`src/rtl/piezo_melody_player.sv`:
```
// piezo_melody_player
//   Plays one of four fixed 4-note melodies on a piezo pin. Each note is a
//   square wave (period 2*H clocks, H from a half-period table) held for
//   NOTE_CYC clocks, then GAP_CYC silent clocks. A half-period of 0 is a rest.
// Ports
//   clk_1mhz  in   system clock
//   rst_n     in   synchronous active-low reset
//   start     in   request playback (accepted only in IDLE)
//   sel[1:0]  in   melody select, latched on accepted start
//   abort     in   stop playback at once, no done pulse
//   busy      out  high while a note or gap is playing
//   done      out  one-cycle pulse after the last note/gap
//   note_idx  out  note currently playing (0..3)
//   piezo     out  square-wave drive
module piezo_melody_player #(
  parameter int NOTE_CYC = 250_000,
  parameter int GAP_CYC  = 50_000,
  parameter int DUR_W    = 18,
  parameter int HALF_W   = 11
) (
  input  logic       clk_1mhz,
  input  logic       rst_n,
  input  logic       start,
  input  logic [1:0] sel,
  input  logic       abort,
  output logic       busy,
  output logic       done,
  output logic [1:0] note_idx,
  output logic       piezo
);

  typedef enum logic [1:0] {IDLE, TONE, GAP, DONE} state_t;

  localparam bit HAS_GAP  = (GAP_CYC > 0);
  localparam int GAP_LAST = HAS_GAP ? GAP_CYC - 1 : 0;

  localparam logic [DUR_W-1:0]  NOTE_END = DUR_W'(NOTE_CYC - 1);
  localparam logic [DUR_W-1:0]  GAP_END  = DUR_W'(GAP_LAST);

  localparam logic [HALF_W-1:0] H_DO   = HALF_W'(1911);
  localparam logic [HALF_W-1:0] H_RE   = HALF_W'(1703);
  localparam logic [HALF_W-1:0] H_MI   = HALF_W'(1517);
  localparam logic [HALF_W-1:0] H_FA   = HALF_W'(1432);
  localparam logic [HALF_W-1:0] H_SOL  = HALF_W'(1276);
  localparam logic [HALF_W-1:0] H_LA   = HALF_W'(1136);
  localparam logic [HALF_W-1:0] H_DO2  = HALF_W'(956);
  localparam logic [HALF_W-1:0] H_REST = '0;

  // Melody ROM: half-period of note idx of melody msel.
  function automatic logic [HALF_W-1:0] half_lut(input logic [1:0] msel,
                                                 input logic [1:0] idx);
    logic [HALF_W-1:0] h;
    h = H_REST;
    case ({msel, idx})
      4'b00_00: h = H_DO;   // pass
      4'b00_01: h = H_MI;
      4'b00_10: h = H_SOL;
      4'b00_11: h = H_DO2;
      4'b01_00: h = H_SOL;  // fail
      4'b01_01: h = H_MI;
      4'b01_10: h = H_DO;
      4'b01_11: h = H_REST;
      4'b10_00: h = H_DO;   // boot
      4'b10_01: h = H_RE;
      4'b10_10: h = H_MI;
      4'b10_11: h = H_FA;
      4'b11_00: h = H_LA;   // alert
      4'b11_01: h = H_REST;
      4'b11_10: h = H_LA;
      4'b11_11: h = H_REST;
      default:  h = H_REST;
    endcase
    return h;
  endfunction

  state_t              state_q, state_d;
  logic [1:0]          sel_q, sel_d;
  logic [1:0]          idx_q, idx_d;
  logic [DUR_W-1:0]    dur_q, dur_d;
  logic [HALF_W-1:0]   half_q, half_d;
  logic                piezo_q, piezo_d;
  logic [HALF_W-1:0]   h_cur;

  assign h_cur = half_lut(sel_q, idx_q);

  always_comb begin
    state_d = state_q;
    sel_d   = sel_q;
    idx_d   = idx_q;
    dur_d   = dur_q;
    half_d  = half_q;
    piezo_d = piezo_q;
    case (state_q)
      IDLE: begin
        if (start) begin
          sel_d   = sel;
          idx_d   = 2'd0;
          dur_d   = '0;
          half_d  = '0;
          piezo_d = 1'b0;
          state_d = TONE;
        end
      end
      TONE: begin
        if (abort) begin
          state_d = IDLE;
          idx_d   = 2'd0;
          dur_d   = '0;
          half_d  = '0;
          piezo_d = 1'b0;
        end else if (dur_q == NOTE_END) begin
          // Note over: silence and clear counters; the next TONE entry
          // therefore always starts in phase 0 with piezo low.
          dur_d   = '0;
          half_d  = '0;
          piezo_d = 1'b0;
          if (HAS_GAP)           state_d = GAP;
          else if (idx_q == 2'd3) state_d = DONE;
          else                   idx_d   = idx_q + 2'd1;
        end else begin
          dur_d = dur_q + 1'b1;
          if (h_cur != H_REST) begin
            if (half_q == h_cur - 1'b1) begin
              half_d  = '0;
              piezo_d = ~piezo_q;
            end else begin
              half_d = half_q + 1'b1;
            end
          end
        end
      end
      GAP: begin
        if (abort) begin
          state_d = IDLE;
          idx_d   = 2'd0;
          dur_d   = '0;
          half_d  = '0;
          piezo_d = 1'b0;
        end else if (dur_q == GAP_END) begin
          dur_d = '0;
          if (idx_q == 2'd3) begin
            state_d = DONE;
          end else begin
            idx_d   = idx_q + 2'd1;
            state_d = TONE;
          end
        end else begin
          dur_d = dur_q + 1'b1;
        end
      end
      DONE: begin
        state_d = IDLE;
        idx_d   = 2'd0;
      end
      default: state_d = IDLE;
    endcase
  end

  always_ff @(posedge clk_1mhz) begin
    if (!rst_n) begin
      state_q <= IDLE;
      sel_q   <= 2'd0;
      idx_q   <= 2'd0;
      dur_q   <= '0;
      half_q  <= '0;
      piezo_q <= 1'b0;
    end else begin
      state_q <= state_d;
      sel_q   <= sel_d;
      idx_q   <= idx_d;
      dur_q   <= dur_d;
      half_q  <= half_d;
      piezo_q <= piezo_d;
    end
  end

  // All outputs come straight from flops: no input-to-output paths.
  assign busy     = (state_q == TONE) || (state_q == GAP);
  assign done     = (state_q == DONE);
  assign note_idx = idx_q;
  assign piezo    = piezo_q;

endmodule
```
`config.mk`:
```
export PLATFORM = sky130hd
export DESIGN_NAME = piezo_melody_player
export DESIGN_NICKNAME = d
export VERILOG_FILES = /design/src/rtl/piezo_melody_player.sv
export SDC_FILE = /design/constraint.sdc
export NUM_CORES = 1
export LEC_CHECK = 0
export CAP_MARGIN = 20
export CORE_ASPECT_RATIO = 1.25
export CORE_MARGIN = 2
export CORE_UTILIZATION = 40
export CTS_CLUSTER_DIAMETER = 200
export DETAILED_ROUTE_END_ITERATION = 8
export PLACE_DENSITY = 0.63
export SKIP_LAST_GASP = 1
export SLEW_MARGIN = 20
export SYNTH_ARGS = -nofsm -noshare
export SYNTH_HDL_FRONTEND = slang
export SYNTH_SLANG_ARGS = --single-unit
```
`constraint.sdc`:
```
create_clock -name clk_1mhz -period 5.3 [get_ports clk_1mhz]
set_input_delay 1.06 -clock clk_1mhz [delete_from_list [all_inputs] [get_ports clk_1mhz]]
set_output_delay 1.06 -clock clk_1mhz [all_outputs]
set_load 0.02 [all_outputs]
```
==> results of run 1 <==
==> cells by family (layout without fill, tap and decap cells) <==
kind of cell             after synthesis  after routing
AO/OA/AOI/OAI                         62             62
XOR/XNOR                              32             32
adder cells (fa/ha/maj)               14             14
buffers and inverters                 27             29
flip-flops                            36             36
multiplexers                           7              7
AND/OR/NAND/NOR                      147            147
==> power groups by stage <==
stage          sequential, W  clock, W  combinational, W
4_1_cts             0.000287  0.000219         0.0000955
3_3_place_gp        0.000293         0         0.0000939
6_report            0.000287  0.000210         0.0000942
2_1_floorplan       0.000284         0         0.0000848
5_1_grt             0.000288  0.000230          0.000107
3_5_place_dp        0.000293         0         0.0000949
==> through the flow <==
step                      hold slack (ps)  util (%)  cell area [µm²]  power [W]  instances
after floorplan                       454         -             2700   0.000369        325
after global placement                471      42.7             2810   0.000387        407
after global routing                  519      44.2             2900   0.000624        414
final                                 485      44.2             2900   0.000591        414
after detailed placement              482      42.7             2810   0.000388        407
after CTS                             492      44.2             2900   0.000601        414
==> state kept, by name, summed over array words and instances, names as in the netlist <==
name,flops
note_idx,2
half_q,11
piezo,1
dur_q,18
state_q,2
sel_q,2
==> cell usage in the layout, fill, tap and decap left out, types with 6 or more instances in the layout <==
cell type	count
nor2_1	43
dfxtp_1	36
nand2_1	25
xnor2_1	18
nand3_1	16
a21oi_1	14
xor2_1	14
ha_1	14
inv_1	12
o21ai_0	10
nand4_1	10
clkdlybuf4s50_1	10
clkbuf_8	7
nor3_1	6
mux2i_1	6
==> path summary, 6_finish.rpt <==
path           end  slack [ps]  cells after the start
min reg2reg  piezo         490                      2
max          piezo        1350                     13
min          piezo         490                      2
max reg2reg  piezo        1350                     13
==> final cells by class <==
type                    count  area, µm²
fillers                   653       3660
well taps                  87        109
flip-flops and latches     36        721
repair buffers             10        100
multi-input cells         262       1830
clock buffers               7       96.3
inverters                  12       45.0
==> worst max-delay path, stage by stage (launching register included) <==
cell	delay, ps
dfxtp_1	570
inv_1	160
ha_1	400
and2_1	210
o31ai_1	330
ha_1	320
inv_1	60
nor2_1	270
o2111ai_4	170
xnor2_1	210
a2111oi_4	240
o2111ai_1	190
a21oi_2	510
o21ai_0	170
==> metal layers <==
layer	wire length [µm]	GRT usage, %
met1	2520	18.1
met2	2860	31.2
met3	143	2.91
met4	95	5.80
met5	0	0
==> results.cfg, run 1 <==
[placed_design]
dp_hpwl_um = 4230
portBuffers = 10
gp_congestion = 0.820
post-place-ws_ps = 1320

[power_and_ir_drop]
p_leak_nw = 0.979
power.density_nw_per_um2 = 204
p_int_w = 0.000431
netSwitchingPower_w = 0.000160
power_frac_clock_pct = 35.6
power_frac_seq_pct = 48.5
vdd_ir_drop_max_mv = 0.106
swShare_pct = 27.1
comb_power_share_pct = 15.9

[worst_setup_path]
timing.rr.start = note_idx[1]
required_ps = 5450
worstPathArrival_ps = 4100
critPathCaptureType = flop
crit_path_start = note_idx[1]
startpoint_type = flop
crit_fanout = 13
critPathKind = flop to flop

[cts]
cts-buffers-inserted = 5
clk_root_buffer_cell = clkbuf_8
cts_sinks = 36
postCtsHoldBufs = 0
cts.clk_slew.worst_paths_ps = 70
htreeDepth = 2
cts_tree = yes
clockBufferDepth = 2
cts-resized-gates = 0
worstSkewPairLatency_ps = 280
cts_setup_buffers = 0

[detailed_routing]
drc = 0
drtAntennaViolNets = 0
via_per_inst = 5.35
dr_total_vias = 2214
wire_per_inst_um = 13.6
dr.pass1.iters = 4
drt_wl_total_um = 5620
first_iter_violations = 96

[synthesis]
synth_fa_ha_area_share_pct = 6.48
avgSynthCellArea_um2 = 8.32
synthTopCellsByArea = dfxtp_1, ha_1, nor2_1, xnor2_1, xor2_1
async_reset_ff_share_pct = 0
ys_seq_elements = 36
netlist.top_cell.by_area = dfxtp_1
synth_cells = 325
synth-seq-area-share_pct = 26.7
synthFlopType = dfxtp_1
synth_top_family_by_area = simple AND/OR/NAND/NOR gates
synth_edf_count = 0
synthMuxAreaShare_pct = 3.05
yosysMostFrequentCell = nor2_1
synth_top_area_share_pct = 26.7
synth.cells.most_frequent = nor2_1, dfxtp_1, nand2_1
synth_compound_area_share_pct = 17.4
synth_area_um2 = 2700
syn-num-nets = 345
synthSimpleGateAreaFrac_pct = 30.4
yosysUniqueCellTypes = 65
synth_xor_area_share_pct = 10.4
yosysWarningCount = 0

[die]
row_count = 33
die_width_um = 77.5
core-area_um2 = 6570
die_y_um = 95.9
boundaryPins = 11
initial_core_util_pct = 41.2
dieArea_um2 = 7440

[sta]
fin_crit_ps = 3950
worst_slack_ps = 1350
hold_viol = 0
tns_ps = 0
slew_violations = 0
fin_skew_ps = 6.20
period_share_pct = 74.5
tightest_slew_ps = 837
setup_viol = 0
fmax_ghz = 0.253
slew_headroom_pct = 44.1
rsz0062_at_grt = no

[finish]
num-nets-final = 347
drive_gt1_share_pct = 9.79
syn_to_final_growth_pct = 7.31
diodes = 0

[min_path]
holdCritStartpoint = piezo
hold_class = flop to flop

[grt]
grt_start_max_net_pins = 29
grt.overflow.total = 0
grt_usage_pct = 16.3
grt_pass1_wl_um = 9690
grt_antenna_before_repair = 0
grt_pass1_vias = 2172

[flow_run]
cap_violations = 0

[run_status]
status = completed
No activity file was read; power rests on OpenSTA's default activity.
==> inputs of run 2 (changes only) <==
Clock period 5.3 ns to 4.09 ns, I/O delays scaled along.
==> results.cfg, run 2 (synthesis results as in run 1) <==
[detailed_routing]
drt_wl_total_um = 5750
first_iter_violations = 104
dr_total_vias = 2239
drc = 0
dr.pass1.iters = 4
wire_per_inst_um = 13.7
drtAntennaViolNets = 0
via_per_inst = 5.34

[sta]
period_share_pct = 87.2
slew_headroom_pct = 61.9
tightest_slew_ps = 571
slew_violations = 0
tns_ps = 0
hold_viol = 0
worst_slack_ps = 524
fmax_ghz = 0.280
fin_skew_ps = 10.6
fin_crit_ps = 3570
whs_ps = 501
setup_viol = 0
rsz0062_at_grt = no

[cts]
postCtsHoldBufs = 0
cts-resized-gates = 0
cts_setup_buffers = 0
cts.clk_slew.worst_paths_ps = 80
cts_sinks = 36
cts_tree = yes
clk_root_buffer_cell = clkbuf_8
worstSkewPairLatency_ps = 290
htreeDepth = 2
cts-buffers-inserted = 5
clockBufferDepth = 2

[finish]
largest_registers = dur_q: 18 flops, half_q: 11 flops
largest_reg_flops = 18
top_register = dur_q
mostFrequentLayoutCells = nor2_1, dfxtp_1, nand2_1, xnor2_1, nand3_1
diodes = 0
drive_gt1_share_pct = 10.8
num-nets-final = 352
syn_to_final_growth_pct = 8.01
stdcell_area_um2 = 2920
layout_commonest_cell = nor2_1
multi_input_area_um2 = 1830
nFillCells = 664
regArea_um2 = 721

[worst_setup_path]
slowest_delay_ps = 500
cp.depth = 13
cpLargestDelayFamily = compound AO/OA/AOI/OAI gates
startpoint_type = flop
crit_path_end = piezo
crit_path_start = note_idx[0]
critPathKind = flop to flop
cp_cell_sequence = inv_1 -> ha_1 -> and2_1 -> o31ai_1 -> ha_1 -> inv_1 -> nor2_1 -> o2111ai_4 -> xnor2_1 -> a2111oi_4 -> o2111ai_1 -> a21oi_2 -> o21ai_0
critPathCaptureType = flop
required_ps = 4240
cp_num_buf_inv = 2
rr_worst_depth = 13
worstPathArrival_ps = 3720
timing.rr.start = note_idx[0]
reg2reg_to = piezo
crit_slowest_cell = a21oi_2
reg2reg_slack_ps = 520
crit_fanout = 11

[placed_design]
post-place-ws_ps = 515
placed_area_um2 = 2840
gp_congestion = 0.850
dp_hpwl_um = 4310
portBuffers = 10

[die]
dieArea_um2 = 7440
row_count = 33
initial_core_util_pct = 41.2
boundaryPins = 11
die_y_um = 95.9
die_width_um = 77.5
core-area_um2 = 6570

[flow_run]
cap_violations = 0

[power_and_ir_drop]
power.density_nw_per_um2 = 252
p_leak_nw = 0.996
vdd_ir_drop_max_mv = 0.168

[grt]
grt_start_max_net_pins = 22
grt_pass1_wl_um = 9980
grt.overflow.total = 0
grt_pass1_vias = 2085
grt_usage_pct = 16.7
grt_antenna_before_repair = 0

[min_path]
hold_class = flop to flop

[run_status]
status = completed
==> run 2: cell types whose count changed in the layout (fill, tap and decap cells not counted) <==
cell / previous run / this run
clkbuf_1: 0 / 1
clkbuf_8: 7 / 5
buf_4: 0 / 5
clkinv_2: 0 / 1
==> run 2: where the power goes <==
part | internal, W | leakage [nW] | switching [W] | total [W]
clock | 0.000116 | 0.0410 | 0.000126 | 0.000241
combinational | 0.0000539 | 0.664 | 0.0000750 | 0.000129
sequential | 0.000356 | 0.291 | 0.00000988 | 0.000366
total | 0.000526 | 0.996 | 0.000210 | 0.000737
==> run 2: worst min-delay path: stages (launching register included) <==
cell and delay (ps):
dfxtp_1 340, nand2_1 60, o21ai_0 60
==> run 2: layout make-up <==
cell class                 count  share of cell area (%)
clock buffer                   6                    2.49
tap                           87                    3.73
multi-input combinational    262                    62.7
clock inverter                 1                   0.171
sequential                    36                    24.7
inverter                      12                    1.54
timing repair buffer          15                    4.71
==> run 2: routing by layer <==
| metal | vias up | GRT usage, % | wire length [µm] |
|---|---|---|---|
| li1 | 1169 | - | - |
| met1 | 1037 | 20.0 | 2590 |
| met2 | 23 | 30.1 | 2950 |
| met3 | 10 | 2.35 | 95 |
| met4 | 0 | 7.14 | 119 |
| met5 | - | 0 | 0 |
==> run 2: through the flow <==
stage | instances | power, W | utilization, %
after global placement | 412 | 0.000504 | 43.3
final | 419 | 0.000737 | 44.5
after global routing | 419 | 0.000778 | 44.5
after floorplan | 325 | 0.000478 | -
after CTS | 419 | 0.000746 | 44.5
after detailed placement | 412 | 0.000504 | 43.3
==> run 2: worst min path at each step <==
stage | end | from | cells after the start
floorplan | dur_q[14] | dur_q[14] | 2
global placement | dur_q[14] | dur_q[14] | 2
detailed placement | dur_q[14] | dur_q[14] | 2
CTS | piezo | piezo | 2
global route | dur_q[14] | dur_q[14] | 2
finish | piezo | piezo | 2
==> inputs of run 3 (changes only) <==
Settings changed: GPL_TIMING_DRIVEN set to 0.
==> results.cfg, run 3 (synthesis results as in run 1) <==
[cts]
cts_setup_buffers = 0
cts_sinks = 36
htreeDepth = 2
cts.clk_slew.worst_paths_ps = 70
cts-buffers-inserted = 5
worstSkewPairLatency_ps = 290
clockBufferDepth = 2
clk_root_buffer_cell = clkbuf_8
cts_tree = yes

[grt]
grt_start_max_net_pins = 12
grt_pass1_vias = 2230
grt_usage_pct = 17.1
grt.overflow.total = 0
grt_antenna_before_repair = 0
grt_pass1_wl_um = 10300

[die]
dieArea_um2 = 7440
row_count = 33
die_y_um = 95.9
core-area_um2 = 6570
die_width_um = 77.5
boundaryPins = 11
initial_core_util_pct = 41.2

[placed_design]
gp_congestion = 0.844
dp_hpwl_um = 4430
portBuffers = 10
placed_area_um2 = 2910
post-place-ws_ps = 305

[worst_setup_path]
startpoint_type = flop
required_ps = 4270
worstPathArrival_ps = 3810
crit_fanout = 10
critPathCaptureType = flop
critPathKind = flop to flop

[run_status]
status = completed

[sta]
tns_ps = 0
fin_skew_ps = 8.58
slew_headroom_pct = 60.7
fmax_ghz = 0.275
slew_violations = 0
fin_crit_ps = 3640
setup_viol = 0
hold_viol = 0
rsz0062_at_grt = no
period_share_pct = 88.9
worst_slack_ps = 453
tightest_slew_ps = 585

[flow_run]
cap_violations = 0

[finish]
drive_gt1_share_pct = 12.8
syn_to_final_growth_pct = 12.0
regArea_um2 = 721
largest_reg_flops = 18
stdcell_area_um2 = 3030
top_register = dur_q
largest_registers = dur_q: 18 flops, half_q: 11 flops
diodes = 0
layout_commonest_cell = nor2_1
nFillCells = 663
post-route-util_pct = 46.1
mostFrequentLayoutCells = nor2_1, dfxtp_1, nand2_1, xnor2_1, nand3_1
num-nets-final = 362
multi_input_area_um2 = 1840

[power_and_ir_drop]
p_leak_nw = 1.05
vdd_ir_drop_max_mv = 0.163
power.density_nw_per_um2 = 270

[detailed_routing]
dr_total_vias = 2331
drtAntennaViolNets = 0
wire_per_inst_um = 13.8
dr.pass1.iters = 5
via_per_inst = 5.42
drc = 0
drt_wl_total_um = 5950
first_iter_violations = 119

[min_path]
hold_class = flop to flop
-- run 3: worst paths after layout --
kind	from	to	slack, ps	depth (start not counted)
worst min register to register	dur_q[14]	dur_q[14]	500	2
worst max-delay path	note_idx[0]	half_q[1]	450	15
worst max register to register	note_idx[0]	half_q[1]	450	15
worst min-delay path	dur_q[14]	dur_q[14]	500	2
-- run 3: stage by stage --
| step | power (W) | cells | hold slack, ps |
|---|---|---|---|
| 2_1_floorplan | 0.000478 | 325 | 454 |
| 3_3_place_gp | 0.000513 | 422 | 481 |
| 3_5_place_dp | 0.000515 | 422 | 482 |
| 4_1_cts | 0.000827 | 430 | 492 |
| 5_1_grt | 0.000861 | 430 | 512 |
| 6_report | 0.000818 | 430 | 499 |
-- run 3: where the power goes --
part           internal (W)  leakage, nW  switching (W)
registers          0.000356        0.291     0.00000496
logic             0.0000618        0.702      0.0000845
clock network      0.000181       0.0552       0.000129
total              0.000599         1.05       0.000219
-- run 3: timing repair --
item	CTS	global route
gates resized for setup	0	2
setup endpoints to repair	0	10
hold buffers	0	0
-- run 3: final cells by class --
class / count / area share [%]
Tap cell: 87 / 3.60
Clock inverter: 2 / 1.16
Multi-Input combinational cell: 262 / 60.7
Inverter: 12 / 1.49
Sequential cell: 36 / 23.8
Timing Repair Buffer: 10 / 3.31
Clock buffer: 6 / 2.40
Buffer: 15 / 3.55
-- run 3: per-layer routing --
layer / up-vias / routed length, µm / global-route usage (%)
li1: 1191 / - / -
met1: 1107 / 2740 / 20.4
met2: 27 / 3030 / 31.7
met3: 6 / 104 / 2.53
met4: 0 / 70 / 5.65
met5: - / 0 / 0
-- run 3: worst max-delay path: stages (launching register included) --
cell       delay [ps]
dfxtp_1           420
clkbuf_2          240
inv_1             110
ha_1              400
and2_1            230
o31ai_2           260
ha_2              300
inv_1              50
nor2_1            270
o2111ai_4         190
xnor2_1           210
a2111oi_4         220
o2111ai_1         190
a21oi_2           210
buf_6             170
nor3b_1            60
==> RTL change: new RTL, flow settings as in run 1 <==
Re-encode `state_t` (4 states) as one-hot, 4 bits wide.
--- a/src/rtl/piezo_melody_player.sv
+++ b/src/rtl/piezo_melody_player.sv
@@ -29,7 +29,7 @@
   output logic       piezo
 );
 
-  typedef enum logic [1:0] {IDLE, TONE, GAP, DONE} state_t;
+  typedef enum logic [3:0] {IDLE = 4'b0001, TONE = 4'b0010, GAP = 4'b0100, DONE = 4'b1000} state_t;
 
   localparam bit HAS_GAP  = (GAP_CYC > 0);
   localparam int GAP_LAST = HAS_GAP ? GAP_CYC - 1 : 0;
Formal check against the unedited RTL: no difference found for any inputs over 10 cycles, from zero or initial values and one cycle with rst_n low; not proved beyond that.
==> RTL change against run 1 <==
- sequential power rose by 8.7%
- clock power up 18%
- synthesized cell count grew 7.1%
- sequential cell count is 2 higher
- largest power group unchanged
- wire length grew 16%
- final area up 3.0%
- combinational power rose by 27%
- global-route usage rose by 1.6 points
- power is 15% higher
- critical endpoint is now half_q[8]
- setup slack worse by 0.24 ns
- count of clock-buffer cells in the layout decreased by 1
- synthesized area is 2.5% higher
- critical path type unchanged
- clock skew up 0.0045 ns
==> RTL change: results (changes against run 1) <==
status=finished clean; Tightest Pin Transition=1.04 ns (+0.201 ns); Leak=0.922 nW (-5.9%); worst setup slack after placement=1.14 ns (-0.185 ns); biggest regs=dur_q (18), half_q (11), state_q (4); Worst Clk Skew=0.0107 ns (+0.00453 ns); wire per inst=15.0 um (+10%); synth top area cells=dfxtp_1 (27%), xor2_1 (5.4%), nand2_1 (4.7%); Post-Synthesis Cells=348 (+7.1%); syn_nets=362 (+4.9%); Synth Area in XOR/XNOR=10.1% (-0.25 points); Synth Area in Adders=3.97% (-2.5 points); GPL Wtd Cong=0.851 (+3.7%); dpl cell area=2880 um2 (+2.6%); vias in the first global route=2322 (+6.9%); GRT Overall Usage=17.9% (+1.6 points); placed cells=426 (+4.7%); critical-path maximum fanout=15 (+2); Post-DP HPWL=4730 um (+12%); first-pass GRT wire length=11100 um (+15%); maximum vdd drop=0.000121 V (+14%); Seq/Total Area, Yosys=27.4% (+0.79 points); Netlist cell types=70 (+7.7%); mux cell area share after synthesis=2.26% (-0.80 points); DRT iter0 DRCs=189 (+97%)
## RTL change: cell count changes after synthesis, sizes merged, moves of 5 or more
cell / run 1 / this run
nor3b: 10 / 2
nand4: 10 / 15
ha: 14 / 8
a211oi: 2 / 15
nor2: 43 / 31
nand2: 25 / 35
## RTL change: final cells by class
| class | count | area (um2) | share of cell area [%] |
|---|---|---|---|
| sequential | 38 | 761 | 25.4 |
| multi-input combinational | 278 | 1860 | 62.1 |
| clock buffer | 6 | 72.6 | 2.43 |
| tap | 87 | 109 | 3.64 |
| clock inverter | 2 | 37.5 | 1.26 |
| inverter | 12 | 45.0 | 1.51 |
| timing repair buffer | 11 | 108 | 3.60 |
## RTL change: where the power goes
group / internal [W] / total, W / switching (W) / leakage, nW
clock network: 0.000140 / 0.000247 / 0.000107 / 0.0514
logic: 0.0000450 / 0.000120 / 0.0000749 / 0.563
registers: 0.000293 / 0.000312 / 0.0000185 / 0.307
total: 0.000479 / 0.000679 / 0.000200 / 0.922
## RTL change: logic make-up after synthesis
logic type               count (synthesis)
adder cells (fa/ha/maj)                  9
flip-flops                              38
XOR/XNOR                                32
AO/OA/AOI/OAI                           81
multiplexers                             6
AND/OR/NAND/NOR                        150
buffers and inverters                   32
## RTL change: per-layer routing
layer	wire [um]	up-vias	track usage, %
met4	113	0	5.80
met3	166	10	3.44
met1	2960	1159	22.2
met2	3250	30	31.0
met5	0	-	0
li1	-	1272	-
## RTL change: path summary, 6_finish.rpt
path	start	to	slack [ns]	cells past startpoint
worst max-delay path	note_idx[0]	half_q[8]	1.11	12
worst min-delay path	dur_q[10]	dur_q[10]	0.51	2
worst max register to register	note_idx[0]	half_q[8]	1.11	12
worst min register to register	dur_q[10]	dur_q[10]	0.51	2
